--- src/rtl/opcode_sequencer_pkg.sv ---
// Shared opcode, FSM state and error-code definitions for the opcode sequencer.
package opcode_sequencer_pkg;

    typedef logic [3:0] opcode_t;

    localparam opcode_t OP_NOP  = 4'd0;
    localparam opcode_t OP_MUL  = 4'd1;
    localparam opcode_t OP_SQR  = 4'd2;
    localparam opcode_t OP_ADD  = 4'd3;
    localparam opcode_t OP_HALT = 4'd15;

    localparam logic [2:0] ST_IDLE  = 3'd0;
    localparam logic [2:0] ST_FETCH = 3'd1;
    localparam logic [2:0] ST_LATCH = 3'd2;
    localparam logic [2:0] ST_ISSUE = 3'd3;
    localparam logic [2:0] ST_WAIT  = 3'd4;
    localparam logic [2:0] ST_HALT  = 3'd5;
    localparam logic [2:0] ST_ERR   = 3'd6;

    localparam logic [1:0] ERR_NONE    = 2'd0;
    localparam logic [1:0] ERR_ILLEGAL = 2'd1;
    localparam logic [1:0] ERR_TIMEOUT = 2'd2;

    function automatic logic is_datapath_op(input opcode_t op);
        return (op == OP_MUL) || (op == OP_SQR) || (op == OP_ADD);
    endfunction

endpackage

--- src/rtl/opcode_sequencer_if.sv ---
// Command FIFO, datapath handshake and status signals of the opcode sequencer.
interface opcode_sequencer_if
    import opcode_sequencer_pkg::*;
#(
    parameter int DATA_W = 32
);
    logic              go;
    logic              fifo_empty;
    logic              fifo_rd_en;
    logic [DATA_W-1:0] fifo_data;
    logic              mul_start;
    opcode_t           mul_op;
    logic [DATA_W-5:0] mul_operand;
    logic              mul_done;
    logic              busy;
    logic [1:0]        err;
    logic [7:0]        cmd_count;

    modport master (
        input  go, fifo_empty, fifo_data, mul_done,
        output fifo_rd_en, mul_start, mul_op, mul_operand, busy, err, cmd_count
    );

    modport slave (
        output go, fifo_empty, fifo_data, mul_done,
        input  fifo_rd_en, mul_start, mul_op, mul_operand, busy, err, cmd_count
    );
endinterface

--- src/rtl/opcode_sequencer_seq_watchdog.sv ---
// Clearable saturating cycle counter; flags the cycle whose count reaches TMO_MAX.
module seq_watchdog #(
    parameter int TMO_W   = 8,
    parameter int TMO_MAX = 200
) (
    input  logic clk,
    input  logic rst_n,
    input  logic clr_i,
    input  logic inc_i,
    output logic expire_o
);

    localparam logic [TMO_W-1:0] LAST = TMO_W'(TMO_MAX - 1);

    logic [TMO_W-1:0] cnt_q, cnt_d;

    always_comb begin
        cnt_d = cnt_q;
        if (clr_i) begin
            cnt_d = '0;
        end else if (inc_i && (cnt_q != '1)) begin
            cnt_d = cnt_q + 1'b1;
        end
    end

    always_ff @(posedge clk or negedge rst_n) begin
        if (!rst_n) begin
            cnt_q <= '0;
        end else begin
            cnt_q <= cnt_d;
        end
    end

    // Looks at the value the counter is about to take, so the flag rises in the TMO_MAX-th counted cycle.
    assign expire_o = inc_i && (cnt_q >= LAST);

endmodule

--- src/rtl/opcode_sequencer.sv ---
// Pops command words from a FIFO, retires NOP/HALT locally and hands MUL/SQR/ADD
// to an external datapath, guarding each datapath operation with a watchdog.
module opcode_sequencer
    import opcode_sequencer_pkg::*;
#(
    parameter int DATA_W  = 32,
    parameter int TMO_W   = 8,
    parameter int TMO_MAX = 200
) (
    input  logic               clk,
    input  logic               rst_n,
    opcode_sequencer_if.master bus
);

    logic [2:0]        state_q, state_d;
    logic [DATA_W-1:0] cmd_q, cmd_d;
    logic [1:0]        err_q, err_d;
    logic [7:0]        count_q, count_d;
    logic              go_q;
    logic              go_rise;
    logic              wd_expire;
    opcode_t           op;

    assign op      = cmd_q[DATA_W-1 -: 4];
    assign go_rise = bus.go && !go_q;

    seq_watchdog #(
        .TMO_W   (TMO_W),
        .TMO_MAX (TMO_MAX)
    ) u_watchdog (
        .clk      (clk),
        .rst_n    (rst_n),
        .clr_i    (state_q == ST_ISSUE),
        .inc_i    (state_q == ST_WAIT),
        .expire_o (wd_expire)
    );

    always_comb begin
        state_d = state_q;
        cmd_d   = cmd_q;
        err_d   = err_q;
        count_d = count_q;
        case (state_q)
            ST_IDLE:  if (bus.go && !bus.fifo_empty) state_d = ST_FETCH;
            ST_FETCH: state_d = ST_LATCH;
            ST_LATCH: begin
                cmd_d   = bus.fifo_data;
                state_d = ST_ISSUE;
            end
            ST_ISSUE: begin
                if (op == OP_NOP) begin
                    count_d = count_q + 8'd1;
                    state_d = ST_IDLE;
                end else if (op == OP_HALT) begin
                    count_d = count_q + 8'd1;
                    state_d = ST_HALT;
                end else if (is_datapath_op(op)) begin
                    state_d = ST_WAIT;
                end else begin
                    err_d   = ERR_ILLEGAL;
                    state_d = ST_ERR;
                end
            end
            ST_WAIT: begin
                // A done pulse in the expiring cycle still retires the command.
                if (bus.mul_done) begin
                    count_d = count_q + 8'd1;
                    state_d = ST_IDLE;
                end else if (wd_expire) begin
                    err_d   = ERR_TIMEOUT;
                    state_d = ST_ERR;
                end
            end
            ST_HALT:  if (go_rise) state_d = ST_IDLE;
            ST_ERR: begin
                if (go_rise) begin
                    err_d   = ERR_NONE;
                    state_d = ST_IDLE;
                end
            end
            default:  state_d = ST_IDLE;
        endcase
    end

    always_ff @(posedge clk or negedge rst_n) begin
        if (!rst_n) begin
            state_q <= ST_IDLE;
            cmd_q   <= '0;
            err_q   <= ERR_NONE;
            count_q <= '0;
            go_q    <= 1'b0;
        end else begin
            state_q <= state_d;
            cmd_q   <= cmd_d;
            err_q   <= err_d;
            count_q <= count_d;
            go_q    <= bus.go;
        end
    end

    // Opcode/operand come straight from the command register, so they hold through WAIT.
    assign bus.fifo_rd_en  = (state_q == ST_FETCH);
    assign bus.mul_start   = (state_q == ST_ISSUE) && is_datapath_op(op);
    assign bus.mul_op      = op;
    assign bus.mul_operand = cmd_q[DATA_W-5:0];
    assign bus.busy        = !((state_q == ST_IDLE) || (state_q == ST_HALT) || (state_q == ST_ERR));
    assign bus.err         = err_q;
    assign bus.cmd_count   = count_q;

endmodule

--- src/flat_wrapper.sv ---
// flat-port wrapper written by rule: the top's interface ports become plain ports
module opcode_sequencer_flat import opcode_sequencer_pkg::*;
#(
    parameter int DATA_W  = 32,
    parameter int TMO_W   = 8,
    parameter int TMO_MAX = 200
)
  (clk, rst_n, bus_go, bus_fifo_empty, bus_fifo_data, bus_mul_done, bus_fifo_rd_en, bus_mul_start, bus_mul_op, bus_mul_operand, bus_busy, bus_err, bus_cmd_count);
  opcode_sequencer_if #(.DATA_W(DATA_W)) bus_i ();
  input  logic clk;
  input  logic rst_n;
  input wire logic [$bits(bus_i.go)-1:0] bus_go;
  input wire logic [$bits(bus_i.fifo_empty)-1:0] bus_fifo_empty;
  input wire logic [$bits(bus_i.fifo_data)-1:0] bus_fifo_data;
  input wire logic [$bits(bus_i.mul_done)-1:0] bus_mul_done;
  output wire logic [$bits(bus_i.fifo_rd_en)-1:0] bus_fifo_rd_en;
  output wire logic [$bits(bus_i.mul_start)-1:0] bus_mul_start;
  output wire logic [$bits(bus_i.mul_op)-1:0] bus_mul_op;
  output wire logic [$bits(bus_i.mul_operand)-1:0] bus_mul_operand;
  output wire logic [$bits(bus_i.busy)-1:0] bus_busy;
  output wire logic [$bits(bus_i.err)-1:0] bus_err;
  output wire logic [$bits(bus_i.cmd_count)-1:0] bus_cmd_count;
  assign bus_i.go = bus_go;
  assign bus_i.fifo_empty = bus_fifo_empty;
  assign bus_i.fifo_data = bus_fifo_data;
  assign bus_i.mul_done = bus_mul_done;
  assign bus_fifo_rd_en = bus_i.fifo_rd_en;
  assign bus_mul_start = bus_i.mul_start;
  assign bus_mul_op = bus_i.mul_op;
  assign bus_mul_operand = bus_i.mul_operand;
  assign bus_busy = bus_i.busy;
  assign bus_err = bus_i.err;
  assign bus_cmd_count = bus_i.cmd_count;
  opcode_sequencer #(.DATA_W(DATA_W), .TMO_W(TMO_W), .TMO_MAX(TMO_MAX)) u_core (.clk(clk), .rst_n(rst_n), .bus(bus_i));
endmodule
--- config.mk ---
export PLATFORM = sky130hd
export DESIGN_NAME = opcode_sequencer_flat
export DESIGN_NICKNAME = d
export VERILOG_FILES = /design/src/rtl/opcode_sequencer_pkg.sv /design/src/rtl/opcode_sequencer_if.sv /design/src/rtl/opcode_sequencer_seq_watchdog.sv /design/src/rtl/opcode_sequencer.sv /design/src/flat_wrapper.sv
export SDC_FILE = /design/constraint.sdc
export NUM_CORES = 1
export LEC_CHECK = 0
export ABC_AREA = 1
export CORE_ASPECT_RATIO = 0.75
export CORE_MARGIN = 4
export CORE_UTILIZATION = 42
export DETAILED_ROUTE_END_ITERATION = 12
export GPL_TIMING_DRIVEN = 0
export HOLD_SLACK_MARGIN = 0.06
export PLACE_DENSITY = 0.77
export SKIP_LAST_GASP = 1
export SLEW_MARGIN = 20
export SYNTH_ARGS = -nofsm -noshare
export SYNTH_HDL_FRONTEND = slang
export SYNTH_SLANG_ARGS = --single-unit
--- constraint.sdc ---
create_clock -name clk -period 1.41 [get_ports clk]
set_input_delay 0.423 -clock clk [delete_from_list [all_inputs] [get_ports clk]]
set_output_delay 0.423 -clock clk [all_outputs]
set_load 0.1 [all_outputs]
-- After elaboration in Yosys (flattened, before gate mapping)
Cells that the tools add are included.
- equality and inequality tests: 22
- multiplexer cells: 21
- reductions and logical operators: 21
- magnitude comparators: 1
- add/subtract/negate cells: 2
- operators with widths (kind ; number):
    $mux 8 ; 5
    $mux 3 ; 6
    $pmux 3 s6 ; 1
    $add 8x1->8 const B ; 2
    $pmux 8 s2 ; 1
    $mux 2 ; 7
    $ne 2x2->1 const B ; 5
    $eq 3x3->1 const B ; 3
    $eq 4x2->1 const B ; 2
    $ge 8x8->1 const B ; 1
    $ne 2x1->1 const B ; 4
    $ne 8x8->1 const B ; 1
    $reduce_and 7->1 ; 1
    $eq 3x2->1 const B ; 2
    $pmux 2 s3 ; 1
    $reduce_and 3->1 ; 2
    $logic_and 1x1->1 ; 5
    $eq 4x1->1 const B ; 1
    $eq 4x4->1 const B ; 1
    $logic_not 4->1 ; 1
    $logic_or 1x1->1 ; 4
    $reduce_bool 2->1 ; 2
    $eq 3x1->1 const B ; 1
    $logic_not 1->1 ; 3
    other kinds (5) ; 5
- input port bits: 37
- register bits after elaboration: 54
- output and inout port bits: 45
- word-level logic and storage cells: 73

-- Logic depth before layout (Yosys ltp)
- depth in word-level cells: 7
- gate-level depth with buffers: 9
- gate-level depth less buffers: 9

-- By module
Synthesis repeated with hierarchy kept, for this count alone.
- cell total of the unflattened synthesis: 286
- area, all modules: 2748.9 sq um
- by module, submodules not included (module ; cells an instance ; area an instance (sq um) ; sequential area each (sq um) ; times used):
    opcode_sequencer ; 214 ; 2235.9 ; 1151.1 ; 1
    seq_watchdog ; 72 ; 513.0 ; 200.2 ; 1

-- Least setup slack after synthesis
OpenSTA, ideal clock, no wires.
- kind: register to output
- from: reg u_core.state_q[0]
- to: out bus_busy
- path slack: -1.820 ns
- stages on the path, launching flop included: 4
- arrival: 2.807 ns
- data required time: 0.987 ns
- path buffers: 0
- path through: dfrtp_1 -> nor2_1 -> nor2_1 -> a21boi_0
- word-level cells in the longest chain between the ends: 4
- elaborated cells on any way between the ends: 6
- those cells by class: eq/ne (2); reduce/logical (4)
- RTL lines (element ; line ; RTL):
    start, declared ; opcode_sequencer.sv:15 ; logic [2:0] state_q, state_d;
    start signal, assigned ; opcode_sequencer.sv:93 ; state_q <= state_d;
    $eq 3x3->1 / $logic_not 3->1 (equally long branches) ; opcode_sequencer.sv:106 ; assign bus.busy = !((state_q == ST_IDLE) || (state_q == ST_HALT) || (state_q == ST_ERR));
    $logic_or 1x1->1 ; opcode_sequencer.sv:106 ;
    $logic_or 1x1->1 * ; opcode_sequencer.sv:106 ;
    $logic_not 1->1 * ; opcode_sequencer.sv:106 ;
    end, declared ; flat_wrapper.sv:20 ; output wire logic [$bits(bus_i.busy)-1:0] bus_busy;
Mark *: on every way between the ends. The rest lies on a longest branch, timed or not.

-- Worst setup path after layout
- from: reg u_core.state_q[1]
- to: out bus_mul_start
- word-level cells in the longest chain between the ends: 2
- RTL lines (element ; line ; RTL):
    $eq 3x2->1 ; opcode_sequencer.sv:103 ; assign bus.mul_start = (state_q == ST_ISSUE) && is_datapath_op(op);
    $logic_and 1x1->1 ; opcode_sequencer.sv:103 ;
    end, declared ; flat_wrapper.sv:17 ; output wire logic [$bits(bus_i.mul_start)-1:0] bus_mul_start;
Every way passes these cells.

==> results.md <==
- Crit path kind: reg2out
- Via count: 2557
- Endpoints failing hold: 0
- Post-layout nets: 421
- Drt first pass iters: 6
- Largest net degree at the start of global routing: 55
- DR WL met3: 1115 um
- H-Tree Depth: 2
- Drt drc: 0
- Commonest non-fill, non-tap cell in the layout: nand2_1
- Grt ovf: 0
- Post-synth top area share: 51.97%
- WL met2: 4468 um
- Clock Skew: 0.01414 ns
- Worst setup EP type: output pin
- CTS max path bufs: 2
- CTS tree: done
- IO Count: 82
- R2r endpoint: u_core.cmd_q[25]$_DFFE_PN0P_
- Final min period: 1.862 ns
- Synth top area cells: dfrtp_1 52%, mux2_4 15%, nand2_1 9.4%
- Routed WL: 9406 um
- DP Worst Slack: -1.265 ns
- Die area: 0.007526 mm2
- Uppermost layer routed: met4
- Wl on met1: 3378 um
- Number of synthesized register bits: 54
- Max Cap Violations: 0
- Crit path from: u_core.state_q[1]$_DFFE_PN0P_
- Slack of the critical path: -0.4519 ns
- Inst Count DP: 412
- Startpoint types: flip-flop
- Max FO, Critical Path: 4
- Synthesized net count: 292
- Post-synthesis async set-or-reset flop share: 100.0%
- CP max-delay cell: dfrtp_2
- Failing checks: negative setup slack
- Core Region: 0.005916 mm2
- # rows: 24
- Crit-path most repeated cell: nand2_4
- Vias per std cell: 5.547
- Sink Count: 54
- Worst R2R Path Depth: 7
- Worst Tran Pin Value: 0.6872 ns
- Fin. max-slew vios: 0
- GP Congestion: 0.8042
- CP peak stage delay: 0.50 ns
- Cell Area, Placed: 0.003563 mm2
- First-pass GRT wire length: 11610 um
- CP required: 0.99 ns
- Worst-skew pair later-pin latency: 0.32 ns
- CP Capture Point: bus_mul_start
- CP cell instances: nand2_4 > nor2_4 > buf_6 > nand2_4 > clkinvlp_4 > buf_12
- Top FF cell, synth: dfrtp_1
- Die width: 98.85 um
- DP HPWL: 4389 um
- Syn Inst Count: 253
- Syn_area_per_cell: 10.28 um2
- Arrival time worst endpoint: 1.44 ns
- Post-DRT Antenna Nets: 0
- R2R Setup Slk: -0.33 ns
- Reg2reg start: u_core.state_q[0]$_DFFE_PN0P_
- Final Cycle Share: 132.0%
- Yosys top cell by area: dfrtp_1
- Seq/Total Area, Yosys: 51.97%
- Library cells used by synthesis: 24
- Starting density of the core: 43.95%
- CTS buffer count: 5
- DR WL/cell: 20.40 um
- Clock Pin Slew Worst Setup and Hold Paths: 0.11 ns
- Antenna violations before repair: 0
- Ant. Diodes: 0
- Highest-count cells in the layout ignoring fill and taps: 49 x nand2_1, 39 x buf_6, 39 x dfrtp_1
- Gr usage total: 19.12%
- CTS root buffer: clkbuf_8
- Design area: 0.004461 mm2
- RSZ-0062 raised after global routing: true
- Fin cells: 461
- Die Y: 76.14 um
- Status: complete, but fails checks
- Area delta synth->final: 71.56%
- Setup-failing EPs final: 62
- Tightest Hold Check Type: in2async
- Peak Freq: 537.1 MHz
- Vias in the first global route: 2331
- Post-synth EDFFs: 0
- Yosys Warn Count: 0
- Layout cells sized above 1: 51.17%
- Drt initial violations: 196
- IO buf count: 81
- Max transition margin: 54.19%
- Mapped Area: 0.002600 mm2
## logic make-up (layout without fill, tap and decap cells)
family	after synthesis	count (layout)	synth area share [%]
flip-flops	54	54	51.97
AO/OA/AOI/OAI	16	16	3.176
adder cells (fa/ha/maj)	2	2	0.9623
buffers and inverters	24	153	4.716
AND/OR/NAND/NOR	116	117	18.72
multiplexers	30	30	16.75
XOR/XNOR	11	11	3.706
## cell type report
type,count,area (um2)
buffer,4,66.31
clock inverter,2,13.76
timing repair buffer,120,1346
fill,306,1455
sequential,54,1388
timing repair inverter,1,6.256
tap,78,97.59
clock buffer,6,72.57
inverter,20,91.34
multi-input combinational,176,1379
## flip-flops by register name, indices dropped and copies added, names as in the netlist
name and count:
u_core.cmd_q 32, u_core.bus.cmd_count 8, u_core.go_q 1, u_core.bus.err 2
u_core.u_watchdog.cnt_q 8, u_core.state_q 3
## per-layer routing
metal / GRT usage [%] / vias up
li1: - / 1074
met1: 23.73 / 1209
met2: 30.43 / 217
met3: 8.417 / 57
met4: 5.048 / 0
met5: 0 / -
## metrics by stage
stage / utilization, % / hold slack [ns] / TNS [ns]
finish: 75.40 / 0.1365 / -14.51
global route: 75.40 / 0.1884 / -16.27
CTS: 68.32 / 0.1907 / -7.280
detailed placement: 60.24 / 0.4577 / -29.01
global placement: 60.28 / 0.4551 / -125.22
floorplan: - / 0.1274 / -0.6641
## cell usage after synthesis (all sizes together) (2+ instances only)
master / n
nand4: 3
mux2: 30
xnor2: 2
nand3: 14
buf: 4
o21ai: 9
dfrtp: 54
ha: 2
inv: 20
nor2: 26
nor3: 2
a21oi: 6
xor2: 9
nand2: 69
## critical path: cells and delay by family (launching register included)
family	cells	cell delay, ns
AND/OR/NAND/NOR	3	0.21
buffers and inverters	3	0.39
flip-flops	1	0.50
## what timing repair did
action                     CTS  global route
setup endpoints to repair   89            94
hold endpoints to repair     0             0
gates resized for setup    335            94
cloned                       4             1
pin swaps                   11            14
hold buffers                 0             0
buffers inserted            22            14
## worst min path at each step
stage	start	to	cells after the start
3_5_place_dp	u_core.bus.err[0]$_DFFE_PN0P_	u_core.bus.err[0]$_DFFE_PN0P_	2
2_1_floorplan	rst_n	u_core.bus.cmd_count[2]$_DFFE_PN0P_	0
5_1_grt	rst_n	u_core.state_q[1]$_DFFE_PN0P_	1
3_3_place_gp	u_core.bus.err[1]$_DFFE_PN0P_	u_core.bus.err[1]$_DFFE_PN0P_	2
4_1_cts	rst_n	u_core.bus.cmd_count[0]$_DFFE_PN0P_	1
6_report	rst_n	u_core.state_q[1]$_DFFE_PN0P_	1
Power is not shown: default switching activity piles up to over one toggle a cycle in this logic, so the estimate is an artifact.
